**src/rtl/alu_pg_managed.sv**
```systemverilog
// Power-managed ALU leaf: ready/valid ALU datapath with retained result/flags and an
// ACTIVE/IDLE/ISOLATE/GATED/WAKE controller driving clock-enable, isolation and power switch.
module alu_pg_managed #(
  parameter int WIDTH          = 8,
  parameter int IDLE_THRESHOLD = 5,
  parameter int GATE_DELAY     = 2,
  parameter int WAKE_LATENCY   = 3
) (
  input  logic             clk,
  input  logic             reset,
  input  logic             in_valid,
  output logic             in_ready,
  input  logic [WIDTH-1:0] A,
  input  logic [WIDTH-1:0] B,
  input  logic [2:0]       opcode,
  input  logic             sleep_req,
  output logic             out_valid,
  output logic [WIDTH-1:0] result,
  output logic             carry,
  output logic             zero,
  output logic             idle_detect,
  output logic [2:0]       power_state,
  output logic             clk_en,
  output logic             iso_en,
  output logic             pwr_on
);

  localparam int IW = $clog2(IDLE_THRESHOLD + 1);
  localparam int GW = $clog2(GATE_DELAY + 1);
  localparam int WW = $clog2(WAKE_LATENCY + 1);

  localparam logic [IW-1:0] IDLE_LAST = IW'(IDLE_THRESHOLD - 1);
  localparam logic [GW-1:0] GATE_LAST = GW'(GATE_DELAY - 1);
  localparam logic [WW-1:0] WAKE_LAST = WW'(WAKE_LATENCY - 1);

  typedef enum logic [2:0] {
    ACTIVE  = 3'd0,
    IDLE    = 3'd1,
    ISOLATE = 3'd2,
    GATED   = 3'd3,
    WAKE    = 3'd4
  } pstate_t;

  typedef enum logic [2:0] {
    OP_ADD = 3'b000,
    OP_SUB = 3'b001,
    OP_AND = 3'b010,
    OP_OR  = 3'b011,
    OP_XOR = 3'b100,
    OP_NOT = 3'b101,
    OP_SHL = 3'b110,
    OP_SHR = 3'b111
  } op_t;

  pstate_t         state;
  logic [IW-1:0]   idle_cnt;
  logic [GW-1:0]   gate_cnt;
  logic [WW-1:0]   wake_cnt;
  logic            accept;
  logic [WIDTH:0]  sum_ext;
  logic [WIDTH-1:0] alu_res;
  logic            alu_carry;

  assign in_ready = (state == ACTIVE) || (state == IDLE);
  assign accept   = in_valid && in_ready;
  assign sum_ext  = {1'b0, A} + {1'b0, B};

  // Carry doubles as borrow for sub and as the shifted-out bit for shifts.
  always_comb begin
    alu_res   = '0;
    alu_carry = 1'b0;
    case (op_t'(opcode))
      OP_ADD: begin
        alu_res   = sum_ext[WIDTH-1:0];
        alu_carry = sum_ext[WIDTH];
      end
      OP_SUB: begin
        alu_res   = A - B;
        alu_carry = (A < B);
      end
      OP_AND: alu_res = A & B;
      OP_OR:  alu_res = A | B;
      OP_XOR: alu_res = A ^ B;
      OP_NOT: alu_res = ~A;
      OP_SHL: begin
        alu_res   = {A[WIDTH-2:0], 1'b0};
        alu_carry = A[WIDTH-1];
      end
      OP_SHR: begin
        alu_res   = {1'b0, A[WIDTH-1:1]};
        alu_carry = A[0];
      end
      default: begin
        alu_res   = '0;
        alu_carry = 1'b0;
      end
    endcase
  end

  // Result and flags are retention state: only an accept or reset may touch them.
  always_ff @(posedge clk or posedge reset) begin
    if (reset) begin
      result    <= '0;
      carry     <= 1'b0;
      zero      <= 1'b1;
      out_valid <= 1'b0;
    end else begin
      out_valid <= accept;
      if (accept) begin
        result <= alu_res;
        carry  <= alu_carry;
        zero   <= (alu_res == '0);
      end
    end
  end

  // Power controller; an accept always beats sleep_req in ACTIVE and IDLE.
  always_ff @(posedge clk or posedge reset) begin
    if (reset) begin
      state    <= ACTIVE;
      idle_cnt <= '0;
      gate_cnt <= '0;
      wake_cnt <= '0;
    end else begin
      case (state)
        ACTIVE: begin
          if (accept) begin
            idle_cnt <= '0;
          end else begin
            idle_cnt <= idle_cnt + 1'b1;
            if (sleep_req) begin
              state <= ISOLATE;
            end else if (idle_cnt == IDLE_LAST) begin
              state    <= IDLE;
              gate_cnt <= '0;
            end
          end
        end
        IDLE: begin
          if (accept) begin
            state    <= ACTIVE;
            idle_cnt <= '0;
          end else if (sleep_req || gate_cnt == GATE_LAST) begin
            state <= ISOLATE;
          end else begin
            gate_cnt <= gate_cnt + 1'b1;
          end
        end
        ISOLATE: state <= GATED;
        GATED: begin
          if (in_valid) begin
            state    <= WAKE;
            wake_cnt <= '0;
          end
        end
        WAKE: begin
          if (wake_cnt == WAKE_LAST) begin
            state    <= ACTIVE;
            idle_cnt <= '0;
          end else begin
            wake_cnt <= wake_cnt + 1'b1;
          end
        end
        default: state <= ACTIVE;
      endcase
    end
  end

  assign power_state = state;
  assign idle_detect = (state == IDLE) || (state == ISOLATE) || (state == GATED);
  assign clk_en      = (state != GATED);
  assign pwr_on      = (state != GATED);
  assign iso_en      = (state == ISOLATE) || (state == GATED) || (state == WAKE);

endmodule

```
**config.mk**
```make
export PLATFORM = sky130hd
export DESIGN_NAME = alu_pg_managed
export DESIGN_NICKNAME = d
export VERILOG_FILES = /design/src/rtl/alu_pg_managed.sv
export SDC_FILE = /design/constraint.sdc
export NUM_CORES = 1
export LEC_CHECK = 0
export BUFFER_PORTS_ARGS = -buffer_cell sky130_fd_sc_hd__buf_2
export CAP_MARGIN = 20
export CORE_MARGIN = 2
export CORE_UTILIZATION = 55
export CTS_BUF_LIST = sky130_fd_sc_hd__clkbuf_4
export DETAILED_ROUTE_END_ITERATION = 8
export PLACE_DENSITY = 0.74
export SYNTH_ARGS = -nofsm -noshare
export SYNTH_HDL_FRONTEND = slang
export SYNTH_SLANG_ARGS = --single-unit
export TNS_END_PERCENT = 50
```
**constraint.sdc**
```tcl
create_clock -name clk -period 2 [get_ports clk]
set_input_delay 0.2 -clock clk [delete_from_list [all_inputs] [get_ports clk]]
set_output_delay 0.2 -clock clk [all_outputs]
set_load 0.01 [all_outputs]
```
# == Word level (Yosys, flattened, before mapping) ==
# Cells that the tools add are included.
# word_totals
regBits,21
inputBits,23
output_inout_bits,19
wordCells,83
# classes
add_sub_neg,5
n_lt_le_gt_ge,1
eq_ne,26
muxes,22
bitwise,4
n_reduce_logical,17
# ops
operator,n
$pmux W8 S8,1
$mux W3,9
$eq A3 B3 Y1 const B,6
$ne A2 B2 Y1 const B,8
$pmux W3 S5,1
$mux W2,7
$eq A3 B2 Y1 const B,4
$add A8 B8 Y9,1
$ne A3 B2 Y1 const B,3
$pmux W3 S3,1
$and A8 B8 Y8,1
$logic_not A8 Y1,1
$lt A8 B8 Y1,1
$not A8 Y8,1
$or A8 B8 Y8,1
$pmux W2 S2,2
$sub A8 B8 Y8,1
$xor A8 B8 Y8,1
$eq A3 B1 Y1 const B,2
$logic_not A3 Y1,2
$logic_or A1 B1 Y1,6
$reduce_and A3 Y1,2
$reduce_and A6 Y1,1
$reduce_and A5 Y1,1
other kinds (9),11

# == Depth between registers and ports, before layout ==
# Gate-level depths: netlist of the first run.
# logic_depth
word_depth,5
mapped_depth,11
mapped_depth_nobuf,11

# == Least setup slack after synthesis of the first run ==
# No wires, ideal clock.
# synth_timing
path_type,input to register
from,in A[0]
to,reg zero
setup_time_ps,86
t_arrival_ps,2087
t_required_ps,1914
setup_slack_ps,-173
stages,11
n_path_buf,0
cell_sequence,inv_1 -> ha_1 -> inv_1 -> fa_1 -> nor2b_1 -> o31a_1 -> a21oi_1 -> o22ai_1 -> a221oi_2 -> nand2b_1 -> o31ai_2
# synth_between
elab_chain_cells,3
word_cells_on_any_way,8
classes_between,2 x add/sub; 1 x mux; 4 x bitwise; 1 x reduce/logical
# synth_lines
element,line_no,rtl
from (decl),13,"input logic [WIDTH-1:0] A,"
"$sub A8 B8 Y8, or another cell as far along",78,alu_res = A - B;
$pmux W8 S8 *,72,case (op_t'(opcode))
$logic_not A8 Y1 *,112,zero <= (alu_res == '0);
to (signal assigned),112,
to (decl),20,"output logic zero,"
# Every way passes the cells marked *; elsewhere a longest branch is shown, timed or not.
# A chain may end at the register's enable or synchronous reset.

# == Worst setup path in the final report of the first run ==
# layout_timing
from,in B[0]
to,reg zero
# layout_between
elab_chain_cells,3
word_cells_on_any_way,7
classes_between,2 x add/sub; 1 x mux; 3 x bitwise; 1 x reduce/logical
# layout_lines
element,line_no,rtl
from (decl),14,"input logic [WIDTH-1:0] B,"
"$sub A8 B8 Y8, or another cell as far along",78,
$pmux W8 S8 *,72,
$logic_not A8 Y1 *,112,
# Marked as above.

==> key figures, run 1 <==
Synthesis
  • Post-synth EDFFs: 0
  • Simple-gate share of the synthesized area: 0.189
  • Syn nets: 368
  • Synth Area in XOR/XNOR: 0.0140
  • Post-synthesis cell count: around 320
  • Post-synth cell types: 66
  • Area share of the largest cell type after synthesis: 0.199
  • Area leader, netlist: dfrtp_1
  • Synthesis warning total: 0
  • Mux contribution to synthesized area: 0.0508
  • #FFs+latches synth: 21
  • Top cells by area, synth: dfrtp_1 20%, ha_1 14%, o21ai_0 5.4%
  • Largest family of logic cells by synthesized area: compound AO/OA/AOI/OAI gates
  • Sequential area share after synthesis: 0.210
  • Ys flop type: dfrtp_1
  • Mapped Avg Cell Area: 7.97 µm²
  • Synth Area in Compound Gates: 0.283
  • Adder-cell area share of the yosys netlist: 0.155
  • Asr flop ratio synth: 1.00
  • Post-Syn Area: 2510 µm²

Power
  • Sequential power share: 0.288
  • Sw Pwr: 0.00108 W
  • Leakage power: 1.62 nW
  • Clk network pwr share: 0.086
  • Cell Int Power: 0.00135 W
  • Combinational share of power: 0.626
  • Max IR drop VDD: 0.000426 V
  • Switching Share: 0.444
  • P per Cell Area: 742 nW/µm²

Timing
  • Fin worst setup slack: -0.00216 ns
  • F_max: 0.499 GHz
  • RSZ-0062 raised after global routing: true
  • Slew Viols, Final: 0
  • Minimum clock period: 2.00 ns
  • Relative slew slack: 0.493
  • Endpoints failing hold: 0
  • Setup_tns: -0.00216 ns
  • # setup viols final: 1
  • Hold WS: 0.00427 ns
  • Slew @ Worst Pin: ~0.76 ns
  • Fin crit share: 1.00
  • Final setup skew: 0.00379 ns

Worst setup path
  • Critical path class: input pin to register
  • CP max stage delay: 0.45 ns
  • Crit-path cells: buf_4 -> ha_1 -> fa_1 -> a21o_1 -> a21oi_1 -> xnor2_1 -> o21ai_0 -> nand3_1 -> o31ai_2
  • CP max FO: 3
  • CP arrival: roughly 2.2 ns
  • Startpoint Class: input pin
  • Crit. End Element: register
  • CP max stage cell: fa_1
  • CP required: 2.23 ns

Detailed routing
  • First-pass DRT Iterations: 4
  • Vias: 2655
  • Initial DRC Count: 141
  • DRT Wirelength: 6650 µm
  • Wire per inst: 14.5 µm
  • Vias per cell: 5.78
  • DRC Markers: 0
  • DRT antenna net count: 0

Cells and area
  • Share of layout cells above drive strength 1: 0.349
  • FF+latch area: about 530 µm²
  • Commonest non-fill, non-tap cell in the layout: buf_4
  • Fin util: 0.746
  • Commonest cells after routing, fill and taps aside: 67 x buf_4, 39 x buf_2, 32 x nor2_1, 31 x inv_1, 28 x nand2_1
  • Net count reported at finish: 461
  • Area delta synth->final: 30.2%
  • Area occupied by multi-input gates: around 1800 µm²
  • Final instance area: 3270 µm²
  • Ant. Diodes: 0
  • Layout fillers: about 370

Hold path
  • Hold WC Path Type: input pin to asynchronous set/reset pin

Global route
  • Vias in the first global route: around 2500
  • Total GRT Usage: 0.267
  • Antenna violations before repair: 0
  • Global route overflow: 0
  • First-pass GRT wire length: 11100 µm
  • Largest net degree at the start of global routing: 22

Status
  • Status: complete, but fails checks
  • Failing checks: setup timing

Placed design
  • GPL Wtd Cong: 0.930
  • Placed cell areas: 3200 µm²
  • Post-DP HPWL: about 5500 µm
  • IO buf count: 41

CTS
  • H-tree Lvls: 1
  • Post-CTS Setup Bufs: 0
  • CTS Hold Bufs: 0
  • Worst-path clk slew: 0.12 ns
  • Root buffer cell: clkbuf_4
  • CTS tree: built
  • Num CTS Buffers: 3
  • CTS Buffer Depth: 2
  • Clk sink count: 21
  • Worst skew pair latency: 0.31 ns

Job
  • Max Cap Violations: 0

Die
  • Die Height: 71.6 µm
  • Die area: 5120 µm²
  • Placeable core area: 4380 µm²
  • Die X-Extent: around 72 µm
  • Core Rows: 24
  • Ports: 42
  • Starting Density: 0.573
state kept, by name, summed over array words and instances (netlist names):
name	cells
result	8
idle_cnt	3
power_state	3
gate_cnt	2
wake_cnt	2
carry	1
out_valid	1
zero	1
power groups by stage:
| stage | registers [W] | clock network (W) | logic, W |
|---|---|---|---|
| 2_1_floorplan | 0.000773 | 0 | 0.000885 |
| 3_3_place_gp | 0.000700 | 0 | 0.00146 |
| 3_5_place_dp | 0.000710 | 0 | 0.00149 |
| 4_1_cts | 0.000702 | 0.000211 | 0.00151 |
| 5_1_grt | 0.000724 | 0.000226 | 0.00168 |
| 6_report | 0.000699 | 0.000208 | 0.00152 |
what timing repair did:
| action | 4_1_cts | 5_1_grt |
|---|---|---|
| gates resized for setup | 2 | 8 |
| endpoints found under the setup margin | 1 | 4 |
| pin swaps | 3 | 2 |
logic make-up after synthesis:
kind of cell | after synthesis
flip-flops | 21
multiplexers | 10
adder cells (fa/ha/maj) | 30
XOR/XNOR | 4
buffers and inverters | 53
AO/OA/AOI/OAI | 98
AND/OR/NAND/NOR | 99
per-layer routing:
metal	GRT usage	vias up	routed length [µm]
met5	0	-	0
met4	0.0922	0	100
met3	0.0253	9	258
met2	0.469	74	3400
met1	0.341	1265	2890
li1	-	1307	-
worst max-delay path: cells and delay by family:
family	cells	cell delay, ns
and+or+nand+nor	1	0.16
buffers and inverters	1	0.13
AOI/OAI and AO/OA	4	0.99
xor gates and xnor gates	1	0.09
adders and majority gates	2	0.68
cells in the mapped netlist (all sizes together) (3+ instances only):
library cell	number
inv	34
nand3	7
nor4	4
mux2	6
nand2	28
o22ai	4
ha	28
a21oi	17
nor2	32
xnor2	3
clkbuf	3
mux2i	3
a221oi	4
nand2b	7
o21ai	28
nor3b	3
o21bai	4
dfrtp	20
nand3b	3
a221o	3
buf	16
a2111oi	4
a21o	3
a211oi	6
o211ai	4
nor2b	5
worst paths after layout:
kind                       slack [ns]                          to                        from  cells past startpoint
max                            -0.002            zero$_DFFE_PP1P_                        B[0]                      9
min                             0.004     idle_cnt[2]$_DFFE_PP0P_                       reset                      2
max reg2reg                      0.36            zero$_DFFE_PP1P_  power_state[2]$_DFFE_PP0P_                      5
min reg2reg                      0.49           carry$_DFFE_PP0P_           carry$_DFFE_PP0P_                      2
max in group asynchronous        1.53       result[2]$_DFFE_PP0P_                       reset                      2
min in group clk                 0.23  power_state[0]$_DFFE_PP0P_                   sleep_req                      3
area by class of cell:
cell class / instances / area share
Clock buffer: 3 / 0.00689
Sequential cell: 21 / 0.161
Timing Repair Buffer: 107 / 0.220
Clock inverter: 1 / 0.00153
Multi-Input combinational cell: 241 / 0.548
Tap cell: 52 / 0.0199
Inverter: 34 / 0.0429
through the flow:
stage                     worst slack (ns)  instances  total power (W)
final                             -0.00216        459          0.00243
after global routing               -0.0561        459          0.00264
after CTS                          0.00214        459          0.00242
after detailed placement            -0.376        455          0.00220
after global placement              -0.308        455          0.00216
after floorplan                    -0.0412        315          0.00166
Power figures use the tool's default switching activity.
==> inputs of run 2 (changes only) <==
Settings changed: CORE_UTILIZATION 55 to 30, PLACE_DENSITY 0.74 to 0.44, RECOVER_POWER from default to 100.
==> run 2 against run 1 <==
The flow now finishes without violations. Total power decreased by 1.2%. Via count decreased by 3.6%. Wire length increased by 4.9%. Die area increased by 78%. Clock skew increased by 0.0024 ns. Final area increased by 4.0%. Critical path type unchanged.
==> key figures, run 2 (same netlist as run 1, synthesis figures left out) <==
Timing
  • Relative slew slack: 0.460 (-0.0326)
  • Minimum clock period: 1.98 ns (-0.0201 ns)
  • Slew @ Worst Pin: 0.809 ns (+0.0489 ns)
  • Setup_tns: 0 ns (+0.00216 ns)
  • Endpoints failing hold: 0 (unchanged)
  • Final setup skew: 0.00618 ns (+0.00239 ns)
  • Fin worst setup slack: 0.0179 ns (+0.0201 ns)
  • F_max: 0.505 GHz (+1.0%)
  • Slew Viols, Final: 0 (unchanged)
  • # setup viols final: 0 (-1)
  • Fin crit share: 0.991 (-0.0100)
  • RSZ-0062 raised after global routing: true

Die
  • Core Rows: 33 (+38%)
  • Ports: 42 (unchanged)
  • Die area: 9120 µm² (+78%)
  • Starting Density: 0.307 (-0.266)
  • Die Height: 95.5 µm (+33%)
  • Placeable core area: 8180 µm² (+86%)
  • Die X-Extent: 95.5 µm (+33%)

Power
  • Clk network pwr share: 0.091 (+0.005)
  • Max IR drop VDD: 0.000275 V (-36%)
  • Leakage power: 1.63 nW (+0.54%)
  • Switching Share: 0.450 (+0.00660)
  • Sw Pwr: 0.00108 W (+0.30%)
  • Overall Power: 0.00240 W (-1.2%)
  • Sequential power share: 0.292 (+0.004)
  • P per Cell Area: 705 nW/µm² (-4.9%)
  • Combinational share of power: 0.617 (-0.009)
  • Cell Int Power: 0.00132 W (-2.3%)

Cells and area
  • Area delta synth->final: 35.4%
  • Layout fillers: 878 (+140%)
  • Ant. Diodes: 0 (unchanged)
  • Commonest cells after routing, fill and taps aside: 80 x buf_4, 32 x nor2_1, 31 x inv_1, 28 x nand2_1, 26 x ha_1
  • Share of layout cells above drive strength 1: 0.329 (-0.0203)
  • Commonest non-fill, non-tap cell in the layout: buf_4
  • Max FFs per register: 8 (unchanged)
  • Fin util: 0.416 (-0.330)
  • Net count reported at finish: 477 (+3.5%)
  • Top reg by flops: result

Worst setup path
  • CP max FO: 3 (unchanged)
  • Crit. End Element: register
  • Crit-path cells: buf_4 -> inv_12 -> ha_4 -> inv_2 -> fa_2 -> nor2b_4 -> o31a_1 -> a21oi_2 -> o22ai_1 -> a221oi_2 -> nand2b_1 -> o31ai_2
  • CP max stage cell: fa_2
  • CP Buf/Inv Count: 3 (+2)
  • CP required: 2.24 ns (about the same)
  • CP top delay family: compound AO/OA/AOI/OAI gates
  • CP arrival: 2.22 ns (-0.02 ns)
  • Critical path class: input pin to register
  • CP max stage delay: 0.38 ns (-0.07 ns)
  • Startpoint Class: input pin

Placed design
  • Worst slack, placed: -0.414 ns (-0.0373 ns)
  • Post-DP HPWL: 5940 µm (+8.5%)
  • GPL Wtd Cong: 0.805 (-14%)
  • IO buf count: 41 (unchanged)

CTS
  • CTS Hold Bufs: 0 (unchanged)
  • Root buffer cell: clkbuf_4
  • Clk sink count: 21 (unchanged)
  • Worst skew pair latency: 0.31 ns (about the same)
  • CTS Buffer Depth: 2 (unchanged)
  • Num CTS Buffers: 3 (unchanged)
  • Worst-path clk slew: 0.13 ns (about the same)
  • H-tree Lvls: 1 (unchanged)
  • CTS tree: built

Detailed routing
  • DRC Markers: 0 (unchanged)
  • Vias: 2560 (-3.6%)
  • Wire per inst: 13.2 µm (-8.8%)
  • DRT Wirelength: 6970 µm (+4.9%)
  • DRT antenna net count: 0 (unchanged)
  • First-pass DRT Iterations: 4 (unchanged)
  • Initial DRC Count: 99 (-30%)
  • Vias per cell: 4.85 (-16%)

Global route
  • Global route overflow: 0 (unchanged)
  • Vias in the first global route: 2473 (-1.9%)
  • First-pass GRT wire length: 11800 µm (+5.9%)
  • Total GRT Usage: 0.160 (-0.106)
  • Antenna violations before repair: 0 (unchanged)
  • Largest net degree at the start of global routing: 22 (unchanged)

Hold path
  • Hold WC Path Type: input pin to asynchronous set/reset pin

Status
  • Status: complete, no violations

Job
  • Max Cap Violations: 0 (unchanged)
[run 2: cell types whose count changed in the layout (fill, tap and decap cells not counted), moves of 2 or more]
cell / before / now
o21ai_0: 27 / 25
clkbuf_1: 0 / 17
buf_2: 39 / 25
a211oi_1: 4 / 6
a211oi_2: 2 / 0
buf_4: 67 / 80
[run 2: final timing paths]
kind / slack [ns] / endpoint / cells after the start / from
max: 0.02 / zero$_DFFE_PP1P_ / 12 / A[0]
min: 0.01 / carry$_DFFE_PP0P_ / 2 / reset
max reg2reg: 0.40 / zero$_DFFE_PP1P_ / 5 / power_state[2]$_DFFE_PP0P_
min reg2reg: 0.49 / result[4]$_DFFE_PP0P_ / 2 / result[4]$_DFFE_PP0P_
max in group asynchronous: 1.48 / idle_cnt[0]$_DFFE_PP0P_ / 2 / reset
min in group clk: 0.22 / power_state[0]$_DFFE_PP0P_ / 3 / sleep_req
[run 2: timing repair]
item / 4_1_cts / 5_1_grt
setup buffers: 2 / 1
gates resized for setup: 2 / 4
pin swaps: 3 / 5
endpoints found under the setup margin: 1 / 3
[run 2: per-layer routing]
metal	wire, µm	vias to the layer above	GRT usage
met1	3520	1158	0.231
met2	3140	58	0.265
li1	-	1340	-
met5	0	-	0
met3	256	4	0.0126
met4	53	0	0.0262
[run 2: layout make-up]
type,instances,area (µm²),share of cell area
Multi-Input combinational cell,241,1770,0.522
Timing Repair Buffer,123,797,0.234
Sequential cell,21,527,0.155
Inverter,34,140,0.0412
Tap cell,105,131,0.0386
Clock buffer,3,22.5,0.00662
Clock inverter,1,7.51,0.00221
[run 2: power by group through the flow]
stage,clock [W],sequential [W],combinational (W)
global placement,0,0.000706,0.00152
floorplan,0,0.000773,0.000885
detailed placement,0,0.000711,0.00153
finish,0.000219,0.000700,0.00148
global route,0.000247,0.000723,0.00170
CTS,0.000226,0.000700,0.00154
[run 2: stage by stage]
stage	cells	hold slack, ns	area (µm²)
detailed placement	521	0.406	3360
global placement	521	0.405	3360
global route	528	0.0687	3400
finish	528	0.0143	3400
floorplan	315	0.176	2550
CTS	527	0.0504	3410
